`src/rtl/add_pkg.sv`:
```
// Shared defaults and stage payload layout for the pipelined adder.
package add_pkg;

  localparam int unsigned ADD_WIDTH  = 4;
  localparam int unsigned ADD_STAGES = 2;
  localparam int unsigned ADD_CNT_W  = 16;

  // Payload at the default width; modules with a different WIDTH redeclare it locally.
  typedef struct packed {
    logic                 valid;
    logic [ADD_WIDTH:0]   res;
  } add_stage_t;

endpackage

```
`src/rtl/add_pipe_stage.sv`:
```
// One valid/result register stage; loads whenever it is empty or downstream takes its content.
module add_pipe_stage
  import add_pkg::*;
#(
  parameter int unsigned WIDTH = ADD_WIDTH
) (
  input  logic           clk_i,
  input  logic           rst_i,
  input  logic           up_valid_i,
  input  logic [WIDTH:0] up_res_i,
  input  logic           down_ready_i,
  output logic           valid_o,
  output logic [WIDTH:0] res_o
);

  typedef struct packed {
    logic           valid;
    logic [WIDTH:0] res;
  } stage_t;

  stage_t st_q, st_d;
  logic   load;

  // The result field only changes on a real load so y stays put while stalled.
  always_comb begin
    st_d = st_q;
    load = !st_q.valid || down_ready_i;
    if (load) begin
      st_d.valid = up_valid_i;
      if (up_valid_i) begin
        st_d.res = up_res_i;
      end
    end
  end

  always_ff @(posedge clk_i) begin
    if (rst_i) begin
      st_q <= '0;
    end else begin
      st_q <= st_d;
    end
  end

  assign valid_o = st_q.valid;
  assign res_o   = st_q.res;

endmodule

```
`src/rtl/add_pipe.sv`:
```
// Pipelined unsigned adder with valid/ready on both sides and a completed-transaction counter.
// Optional subtract port and operation enabled by defining ADD_PIPE_SUB_EN.
module add_pipe
  import add_pkg::*;
#(
  parameter int unsigned WIDTH  = ADD_WIDTH,
  parameter int unsigned STAGES = ADD_STAGES,
  parameter int unsigned CNT_W  = ADD_CNT_W
) (
  input  logic             clk,
  input  logic             rst,
  input  logic             in_valid,
  output logic             in_ready,
  input  logic [WIDTH-1:0] a,
  input  logic [WIDTH-1:0] b,
`ifdef ADD_PIPE_SUB_EN
  input  logic             sub,
`endif
  output logic             out_valid,
  input  logic             out_ready,
  output logic [WIDTH:0]   y,
  output logic [CNT_W-1:0] txn_count
);

  logic [STAGES-1:0] vld;
  logic [WIDTH:0]    res [STAGES];
  logic [STAGES:0]   rdy;
  logic [WIDTH:0]    sum;
  logic [CNT_W-1:0]  cnt_q, cnt_d;

  always_comb begin
`ifdef ADD_PIPE_SUB_EN
    sum = sub ? ({1'b0, a} - {1'b0, b}) : ({1'b0, a} + {1'b0, b});
`else
    sum = {1'b0, a} + {1'b0, b};
`endif
  end

  // Ready ripples back from the consumer in one block so the chain is not split across instances.
  always_comb begin
    rdy         = '0;
    rdy[STAGES] = out_ready;
    for (int unsigned i = 0; i < STAGES; i++) begin
      rdy[STAGES-1-i] = !vld[STAGES-1-i] || rdy[STAGES-i];
    end
  end

  for (genvar k = 0; k < STAGES; k++) begin : g_stage
    logic           up_valid;
    logic [WIDTH:0] up_res;
    if (k == 0) begin : g_first
      assign up_valid = in_valid;
      assign up_res   = sum;
    end else begin : g_rest
      assign up_valid = vld[k-1];
      assign up_res   = res[k-1];
    end
    add_pipe_stage #(
      .WIDTH(WIDTH)
    ) u_stage (
      .clk_i       (clk),
      .rst_i       (rst),
      .up_valid_i  (up_valid),
      .up_res_i    (up_res),
      .down_ready_i(rdy[k+1]),
      .valid_o     (vld[k]),
      .res_o       (res[k])
    );
  end

  always_comb begin
    cnt_d = cnt_q;
    if (out_valid && out_ready) begin
      cnt_d = cnt_q + CNT_W'(1);
    end
  end

  always_ff @(posedge clk) begin
    if (rst) begin
      cnt_q <= '0;
    end else begin
      cnt_q <= cnt_d;
    end
  end

  assign in_ready  = rdy[0];
  assign out_valid = vld[STAGES-1];
  assign y         = res[STAGES-1];
  assign txn_count = cnt_q;

endmodule

```
`config.mk`:
```
export PLATFORM = sky130hd
export DESIGN_NAME = add_pipe
export DESIGN_NICKNAME = d
export VERILOG_FILES = /design/src/rtl/add_pkg.sv /design/src/rtl/add_pipe_stage.sv /design/src/rtl/add_pipe.sv
export SDC_FILE = /design/constraint.sdc
export NUM_CORES = 1
export LEC_CHECK = 0
export ABC_AREA = 1
export BUFFER_PORTS_ARGS = -buffer_cell sky130_fd_sc_hd__buf_2
export CORE_ASPECT_RATIO = 1.5
export CORE_UTILIZATION = 52
export CTS_BUF_LIST = sky130_fd_sc_hd__clkbuf_8
export DETAILED_ROUTE_END_ITERATION = 8
export PLACE_DENSITY = 0.79
export SYNTH_ARGS = -nofsm -noshare
export SYNTH_HDL_FRONTEND = slang
export SYNTH_SLANG_ARGS = --single-unit
```
`constraint.sdc`:
```
create_clock -name clk -period 2.6 [get_ports clk]
set_input_delay 0.26 -clock clk [delete_from_list [all_inputs] [get_ports clk]]
set_output_delay 0.26 -clock clk [all_outputs]
set_load 0.01 [all_outputs]
```
==> impl_metrics.py, run 1 <==
metrics = {
    "outcome": {
        "status": "finished, final reports clean",
    },
    "drt": {
        "routed_wl_um": 2850,
        "ant_nets": 0,
        "viasPerCell": 5.33,
        "dr.pass1.iters": 6,
        "wl_per_cell_um": 11.5,
        "drc": 0,
        "vias": 1326,
        "drt-initial-drc-count": 10,
    },
    "synthesis": {
        "synth_nets": 207,
        "ys_seq_elements": 28,
        "synth.yosys.seq_area_share_pct": 40.9,
        "synth_area_mm2": 0.00137,
        "syn_inst": 189,
        "synthTopCellsByArea": "dfxtp_1 (41%), nor2_1 (9.0%), nand2_1 (7.4%), o21ai_0 (6.9%), a21oi_1 (6.6%)",
        "ys_types": 24,
        "yosysTopAreaCell": "dfxtp_1",
        "yosys_warnings": 0,
        "syn_area_per_cell_um2": 7.25,
        "synth_top_cell_area_share_pct": 40.9,
    },
    "cts": {
        "hold_buffers": 0,
        "cts_tree": "done",
        "cts_sinks": 28,
        "clkTransAtPathRegs_ns": 0.09,
        "cts_made_buffers": 3,
        "clock_path_buffers": 2,
        "cts-root-buf": "clkbuf_8",
        "cts_setup_buffers": 0,
        "h-tree-depth": 1,
        "clk_latency_ns": 0.27,
        "cts_resized": 0,
    },
    "power_and_ir_drop": {
        "pwr-share-comb_pct": 10.3,
        "switching_share_pct": 23.5,
        "seqPwrFrac_pct": 56.4,
        "pwr-share-clk_pct": 33.3,
        "leakage_nw": 0.758,
        "ir_worst_vdd_mv": 0.249,
        "intPower_mw": 0.613,
        "power.density_mw_per_mm2": 496,
        "power_switching_mw": 0.189,
    },
    "timing": {
        "slew_viol_final": 0,
        "fin_crit_ns": 1.35,
        "hold_viol": 0,
        "setup_viol": 0,
        "fmax_mhz": 741,
        "clock_skew_ns": 0.00228,
        "fin_setup_tns_ns": 0,
        "fin_crit_sh_pct": 51.9,
        "worstMarginPinSlew_ns": 0.583,
        "relSlewSlack_pct": 61.1,
        "rsz0062_at_grt": "false",
    },
    "floorplanning": {
        "coreArea_mm2": 0.00248,
        "die_w_um": 43.9,
        "fp-row-count": 22,
        "start_util_pct": 55.3,
        "dieArea_mm2": 0.00285,
        "die_h_um": 64.9,
        "io_pins": 35,
    },
    "placed_design": {
        "gp_congestion": 0.862,
        "dp_cells": 245,
        "io_buffers": 34,
        "hpwl_um": 2240,
    },
    "worst_hold_path": {
        "hp-class": "in -> reg",
        "min_from": "rst",
    },
    "setup_path": {
        "crit_fanout": 5,
        "r2r-start": "txn_count[1]$_SDFFE_PP0P_",
        "r2r_slack_ns": 1.25,
        "required_ns": 2.81,
        "critPathKind": "reg -> reg",
        "cp-start-kind": "register",
        "critical_path_arrival_ns": 1.56,
        "crit_start": "txn_count[1]$_SDFFE_PP0P_",
        "cp-end-kind": "register",
    },
    "job": {
        "maxCapViolCount": 0,
    },
    "grt": {
        "grtUsageTotal_pct": 23.2,
        "grt_pass1_wl_um": 5070,
        "grt_pass1_vias": 1258,
        "grt_max_degree": 24,
        "antenna_found_initial": 0,
        "grt.overflow.total": 0,
    },
    "finish": {
        "area_growth_syn_to_layout_pct": 18.0,
        "fin_cells": 249,
        "nNetsFinal": 244,
        "n_fill_cell": 249,
        "drive_above_1_share_pct": 22.2,
        "antenna_cells": 0,
        "multiInputGateArea_um2": 698,
        "regArea_um2": 561,
    },
}
flip-flops by register name, summed over array words and instances, names as in the netlist:
name and count:
txn_count 16, g_stage.u_stage.res_o 10, g_stage.u_stage.valid_o 2
final timing paths:
kind,to,cells past startpoint
worst max-delay path,txn_count[12]$_SDFFE_PP0P_,7
worst min-delay path,g_stage[0].u_stage.valid_o$_SDFFE_PP0P_,2
worst max register to register,txn_count[12]$_SDFFE_PP0P_,7
worst min register to register,g_stage[0].u_stage.res_o[0]$_SDFFE_PP0P_,2
area by class of cell:
cell class	count	area share, %
Clock buffer	4	3.41
Inverter	27	6.35
Tap cell	24	1.86
Sequential cell	28	34.7
Multi-Input combinational cell	132	43.2
Timing Repair Buffer	34	10.5
stage by stage:
stage	instance area (um2)	worst slack (ns)	power (mW)	util, %	hold WS, ns
global route	1620	1.13	0.842	65.3	0.211
global placement	1560	1.29	0.544	63.0	0.459
CTS	1620	1.26	0.811	65.3	0.204
floorplan	1370	1.34	0.515	-	0.329
detailed placement	1560	1.24	0.546	63.0	0.466
finish	1620	1.25	0.802	65.3	0.206
synth_stat cells, drive strengths merged:
cell type	n
a21oi	18
a31oi	1
buf	2
clkinv	1
dfxtp	28
fa	1
ha	5
inv	26
nand2	32
nand3	9
nand3b	2
nand4	3
nor2	35
nor3	4
o21ai	19
o21bai	1
xor2	2
layout by cell type (no fill, tap or decap), types with 5 or more instances in the layout:
cell type	count
nand2_1	27
o21ai_0	19
ha_1	5
buf_2	34
a21oi_1	18
nor2_1	33
inv_1	24
nand3_1	9
dfxtp_1	28
worst max-delay path, stage by stage (launching register included):
cell and delay (ns):
dfxtp_1 0.39, ha_1 0.21, inv_1 0.08, nor3_4 0.22, nand4_1 0.14, nand2_1 0.09, nand2_1 0.05, nor2_1 0.11
power by group through the flow:
stage	sequential, mW	combinational, mW	clock [mW]
finish	0.453	0.0825	0.267
global route	0.455	0.0969	0.290
CTS	0.453	0.0836	0.275
detailed placement	0.463	0.0830	0
global placement	0.462	0.0819	0
floorplan	0.465	0.0500	0
cell families (layout without fill, tap and decap cells):
kind of cell	count (synthesis)	after routing	synth area share [%]
buffers and inverters	29	65	8.13
xor gates and xnor gates	2	2	1.28
and+or+nand+nor	85	85	29.1
DFF	28	28	40.9
AOI/OAI and AO/OA	39	39	14.5
adders and majority gates	6	6	6.03
per-layer routing:
layer,share of wire (%),routed length [um],track usage [%],up-vias
met5,0,0,0,-
met4,3.0,85,12.9,0
met3,3.2,91,1.67,8
met2,52,1500,42.2,36
met1,41,1180,25.5,604
li1,-,-,-,678
Note: power is estimated with default switching activity, not from simulation.
==> run 2, diff against run 1 <==
- clock period: 2.6 -> 1.4 ns (I/O delays scaled with it)
==> impl_metrics.py, run 2 (same netlist as run 1, synthesis figures left out) <==
metrics = {
    "timing": {
        "whs_ns": 0.0951,
        "fmax_mhz": 792,
        "relSlewSlack_pct": 85.6,
        "fin_crit_sh_pct": 90.2,
        "rsz0062_at_grt": "false",
        "slew_viol_final": 0,
        "hold_viol": 0,
        "fin_setup_tns_ns": 0,
        "setup_viol": 0,
        "clock_skew_ns": 0.00477,
        "fin_crit_ns": 1.26,
        "worstMarginPinSlew_ns": 0.215,
    },
    "setup_path": {
        "path_buf_inv": 0,
        "crit_start": "txn_count[1]$_SDFFE_PP0P_",
        "r2r_slack_ns": 0.14,
        "r2r_cells": 6,
        "path_depth": 6,
        "critPathKind": "reg -> reg",
        "cp-end-kind": "register",
        "cp-start-kind": "register",
        "slowest_stage": "dfxtp_2",
        "r2r_end": "txn_count[8]$_SDFFE_PP0P_",
        "path_cells": "ha_1 > nand3_1 > nor2_1 > nand3_1 > o21ai_0 > a21oi_1",
        "crit_family": "flip-flops",
        "required_ns": 1.57,
        "critical_path_arrival_ns": 1.43,
        "max_stage_delay_ns": 0.37,
        "worstSetupEndpoint": "txn_count[8]$_SDFFE_PP0P_",
        "crit_fanout": 5,
        "r2r-start": "txn_count[1]$_SDFFE_PP0P_",
        "cp_common_cell": "nand3_1",
    },
    "drt": {
        "ant_nets": 0,
        "vias": 1309,
        "m1WireLength_um": 1150,
        "viasPerCell": 5.19,
        "met2_length_um": 1480,
        "wl_per_cell_um": 11.1,
        "dr.pass1.iters": 6,
        "drt-initial-drc-count": 42,
        "top_layer": "met4",
        "routed_wl_um": 2800,
        "dr_wl_met3_um": 97,
        "drc": 1,
    },
    "cts": {
        "cts_sinks": 28,
        "cts-root-buf": "clkbuf_8",
        "clock_path_buffers": 2,
        "cts_tree": "done",
        "clkTransAtPathRegs_ns": 0.09,
        "h-tree-depth": 1,
        "cts_made_buffers": 3,
        "clk_latency_ns": 0.27,
        "hold_buffers": 0,
    },
    "power_and_ir_drop": {
        "power.density_mw_per_mm2": 908,
        "leakage_nw": 0.773,
        "ir_worst_vdd_mv": 0.539,
    },
    "floorplanning": {
        "fp-row-count": 22,
        "die_h_um": 64.9,
        "start_util_pct": 55.3,
        "io_pins": 35,
        "dieArea_mm2": 0.00285,
        "die_w_um": 43.9,
        "coreArea_mm2": 0.00248,
    },
    "placed_design": {
        "dp_cells": 247,
        "io_buffers": 34,
        "gp_congestion": 0.852,
        "place_area_mm2": 0.00158,
        "hpwl_um": 2180,
    },
    "finish": {
        "final_cell_mix": "buf_2 (34), nor2_1 (33), nand2_1 (27), dfxtp_1 (26), inv_1 (24)",
        "fin_cells": 252,
        "largest_reg_flops": 16,
        "drive_above_1_share_pct": 24.1,
        "n_fill_cell": 233,
        "antenna_cells": 0,
        "nNetsFinal": 247,
        "final_common_cell": "buf_2",
        "design_area_mm2": 0.00164,
        "area_growth_syn_to_layout_pct": 19.8,
    },
    "grt": {
        "grt.overflow.total": 0,
        "grtUsageTotal_pct": 22.7,
        "grt_max_degree": 24,
        "antenna_found_initial": 0,
        "grt_pass1_vias": 1216,
        "grt_pass1_wl_um": 4970,
    },
    "outcome": {
        "status": "finished with violations",
        "violations": "DRC",
    },
    "worst_hold_path": {
        "hp-class": "in -> reg",
    },
    "job": {
        "maxCapViolCount": 0,
    },
}
==> run 2: layout make-up <==
cell class / instances / area, um2 / share of cell area, %
multi-input cells: 132 / 698 / 42.5
well taps: 24 / 30.0 / 1.83
clock buffers: 4 / 55.1 / 3.35
flip-flops and latches: 28 / 563 / 34.3
inverters: 27 / 103 / 6.25
repair buffers: 37 / 193 / 11.7
==> run 2: power breakdown <==
part	internal, mW	total (mW)	switching, mW
sequential	0.826	0.841	0.0156
combinational	0.0662	0.157	0.0910
clock	0.251	0.492	0.240
==> run 2: how the worst min path moves through the flow <==
stage	to	cells past startpoint	slack (ns)	start
after floorplan	g_stage[0].u_stage.valid_o$_SDFFE_PP0P_	1	0.21	rst
after global placement	g_stage[0].u_stage.valid_o$_SDFFE_PP0P_	2	0.38	rst
after detailed placement	g_stage[0].u_stage.valid_o$_SDFFE_PP0P_	2	0.38	rst
after CTS	g_stage[0].u_stage.valid_o$_SDFFE_PP0P_	2	0.09	rst
after global routing	g_stage[1].u_stage.valid_o$_SDFFE_PP0P_	2	0.1	rst
final	g_stage[0].u_stage.valid_o$_SDFFE_PP0P_	2	0.1	rst
==> run 2: metal layers <==
metal  up-vias  track usage, %
li1        686               -
met1       581            25.9
met2        36            40.9
met3         6            2.51
met4         0            10.2
met5         -               0
==> run 2: what timing repair did <==
item / 4_1_cts / 5_1_grt
gates resized for setup: 0 / 2
endpoints found under the hold margin: 0 / 0
setup buffers: 0 / 1
setup endpoints to repair: 0 / 6
==> run 2: metrics by stage <==
stage	util [%]	total power, mW	setup WS, ns
CTS	65.9	1.50	0.0750
detailed placement	63.6	1.02	0.0891
global route	66.3	1.57	0.0222
finish	66.3	1.49	0.138
floorplan	-	0.957	0.138
global placement	63.6	1.01	0.148
==> run 3, diff against run 2 <==
- PLACE_DENSITY: 0.79 -> 0.8
==> impl_metrics.py, run 3 (same netlist as run 1, synthesis figures left out) <==
metrics = {
    "outcome": {
        "status": "finished with violations",
        "violations": "DRC",
    },
    "floorplanning": {
        "die_w_um": 43.9,
        "coreArea_mm2": 0.00248,
        "io_pins": 35,
        "die_h_um": 64.9,
        "fp-row-count": 22,
        "start_util_pct": 55.3,
        "dieArea_mm2": 0.00285,
    },
    "timing": {
        "rsz0062_at_grt": "false",
        "fin_crit_sh_pct": 91.1,
        "hold_viol": 0,
        "worstMarginPinSlew_ns": 0.262,
        "fmax_mhz": 784,
        "clock_skew_ns": 0.00347,
        "slew_viol_final": 0,
        "setup_viol": 0,
        "fin_setup_tns_ns": 0,
        "relSlewSlack_pct": 82.5,
        "fin_crit_ns": 1.28,
    },
    "finish": {
        "final_common_cell": "buf_2",
        "antenna_cells": 0,
        "fin_cells": 250,
        "largest_reg_flops": 16,
        "nNetsFinal": 245,
        "fin_util_pct": 67.0,
        "drive_above_1_share_pct": 23.9,
        "area_growth_syn_to_layout_pct": 21.2,
        "final_cell_mix": "buf_2 (34), nor2_1 (33), nand2_1 (27), dfxtp_1 (26), inv_1 (24)",
    },
    "grt": {
        "grt_pass1_wl_um": 4740,
        "grtUsageTotal_pct": 21.6,
        "grt.overflow.total": 0,
        "antenna_found_initial": 0,
        "grt_pass1_vias": 1186,
        "grt_max_degree": 18,
    },
    "drt": {
        "wl_per_cell_um": 10.9,
        "drc": 1,
        "dr.pass1.iters": 8,
        "routed_wl_um": 2720,
        "viasPerCell": 5.27,
        "ant_nets": 0,
        "drt-initial-drc-count": 47,
        "vias": 1318,
    },
    "power_and_ir_drop": {
        "power_switching_mw": 0.355,
        "ir_worst_vdd_mv": 0.814,
        "pwr-share-comb_pct": 9.7,
        "seqPwrFrac_pct": 51.6,
        "pwr-share-clk_pct": 38.7,
        "leakage_nw": 0.775,
        "switching_share_pct": 21.8,
        "intPower_mw": 1.28,
        "power.density_mw_per_mm2": 982,
    },
    "placed_design": {
        "gp_congestion": 0.875,
        "io_buffers": 34,
        "hpwl_um": 2180,
        "dp_cells": 246,
    },
    "setup_path": {
        "cp-start-kind": "register",
        "cp-end-kind": "register",
        "critical_path_arrival_ns": 1.44,
        "critPathKind": "reg -> reg",
        "required_ns": 1.57,
        "crit_fanout": 5,
    },
    "cts": {
        "cts_tree": "done",
        "cts_sinks": 28,
        "cts_setup_buffers": 0,
        "cts_made_buffers": 3,
        "clk_latency_ns": 0.27,
        "clkTransAtPathRegs_ns": 0.09,
        "cts-root-buf": "clkbuf_8",
        "clock_path_buffers": 2,
        "h-tree-depth": 1,
    },
    "job": {
        "maxCapViolCount": 0,
    },
    "worst_hold_path": {
        "hp-class": "in -> reg",
    },
}
run 3: changes by cell type in the layout (fill, tap and decap cells not counted), sizes merged:
cell    before  now
bufinv       0    1
buf         37   35
clkbuf       4    3
run 3: metrics by stage:
stage               hold WS, ns  setup WS [ns]  total power, mW  cell area (um2)
global placement          0.405          0.135             1.01             1580
global route              0.105       0.000350             1.71             1660
CTS                       0.108         0.0551             1.64             1650
detailed placement        0.405         0.0736             1.02             1580
floorplan                 0.209          0.138            0.957             1370
finish                    0.113          0.125             1.63             1660
run 3: path summary, 6_finish.rpt:
path,depth (start not counted),start,slack (ns),to
worst max-delay path,6,txn_count[1]$_SDFFE_PP0P_,0.12,txn_count[8]$_SDFFE_PP0P_
worst min-delay path,2,rst,0.11,g_stage[0].u_stage.valid_o$_SDFFE_PP0P_
worst max register to register,6,txn_count[1]$_SDFFE_PP0P_,0.12,txn_count[8]$_SDFFE_PP0P_
worst min register to register,2,g_stage[0].u_stage.res_o[3]$_SDFFE_PP0P_,0.47,g_stage[1].u_stage.res_o[3]$_SDFFE_PP0P_
run 3: cell type report:
class | instances | area, um2
inverters | 27 | 103
clock buffers | 3 | 41.3
repair buffers | 35 | 190
clock inverters | 1 | 30.0
flip-flops and latches | 28 | 563
well taps | 24 | 30.0
fillers | 236 | 817
multi-input cells | 132 | 703
run 3: power by group through the flow:
stage | logic (mW) | clock network [mW] | registers [mW]
3_5_place_dp | 0.159 | 0 | 0.860
4_1_cts | 0.160 | 0.641 | 0.841
2_1_floorplan | 0.0929 | 0 | 0.864
6_report | 0.159 | 0.630 | 0.842
3_3_place_gp | 0.156 | 0 | 0.859
5_1_grt | 0.187 | 0.677 | 0.846
run 3: per-layer routing:
metal	GRT usage (%)	vias up	share of wire, %
li1	-	682	-
met2	39.7	36	52
met1	23.1	595	42
met5	0	-	0
met3	3.34	5	3.8
met4	9.85	0	1.7
run 3: critical path: stages, from the launching register on:
cell	delay, ns
dfxtp_2	0.37
ha_1	0.19
nand3_1	0.11
nor2_1	0.16
nand3_1	0.11
o21ai_0	0.17
a21oi_1	0.05
run 3: timing repair:
action,4_1_cts,5_1_grt
hold endpoints to repair,0,0
resized for setup,0,4
hold buffers,0,0
setup endpoints to repair,0,6
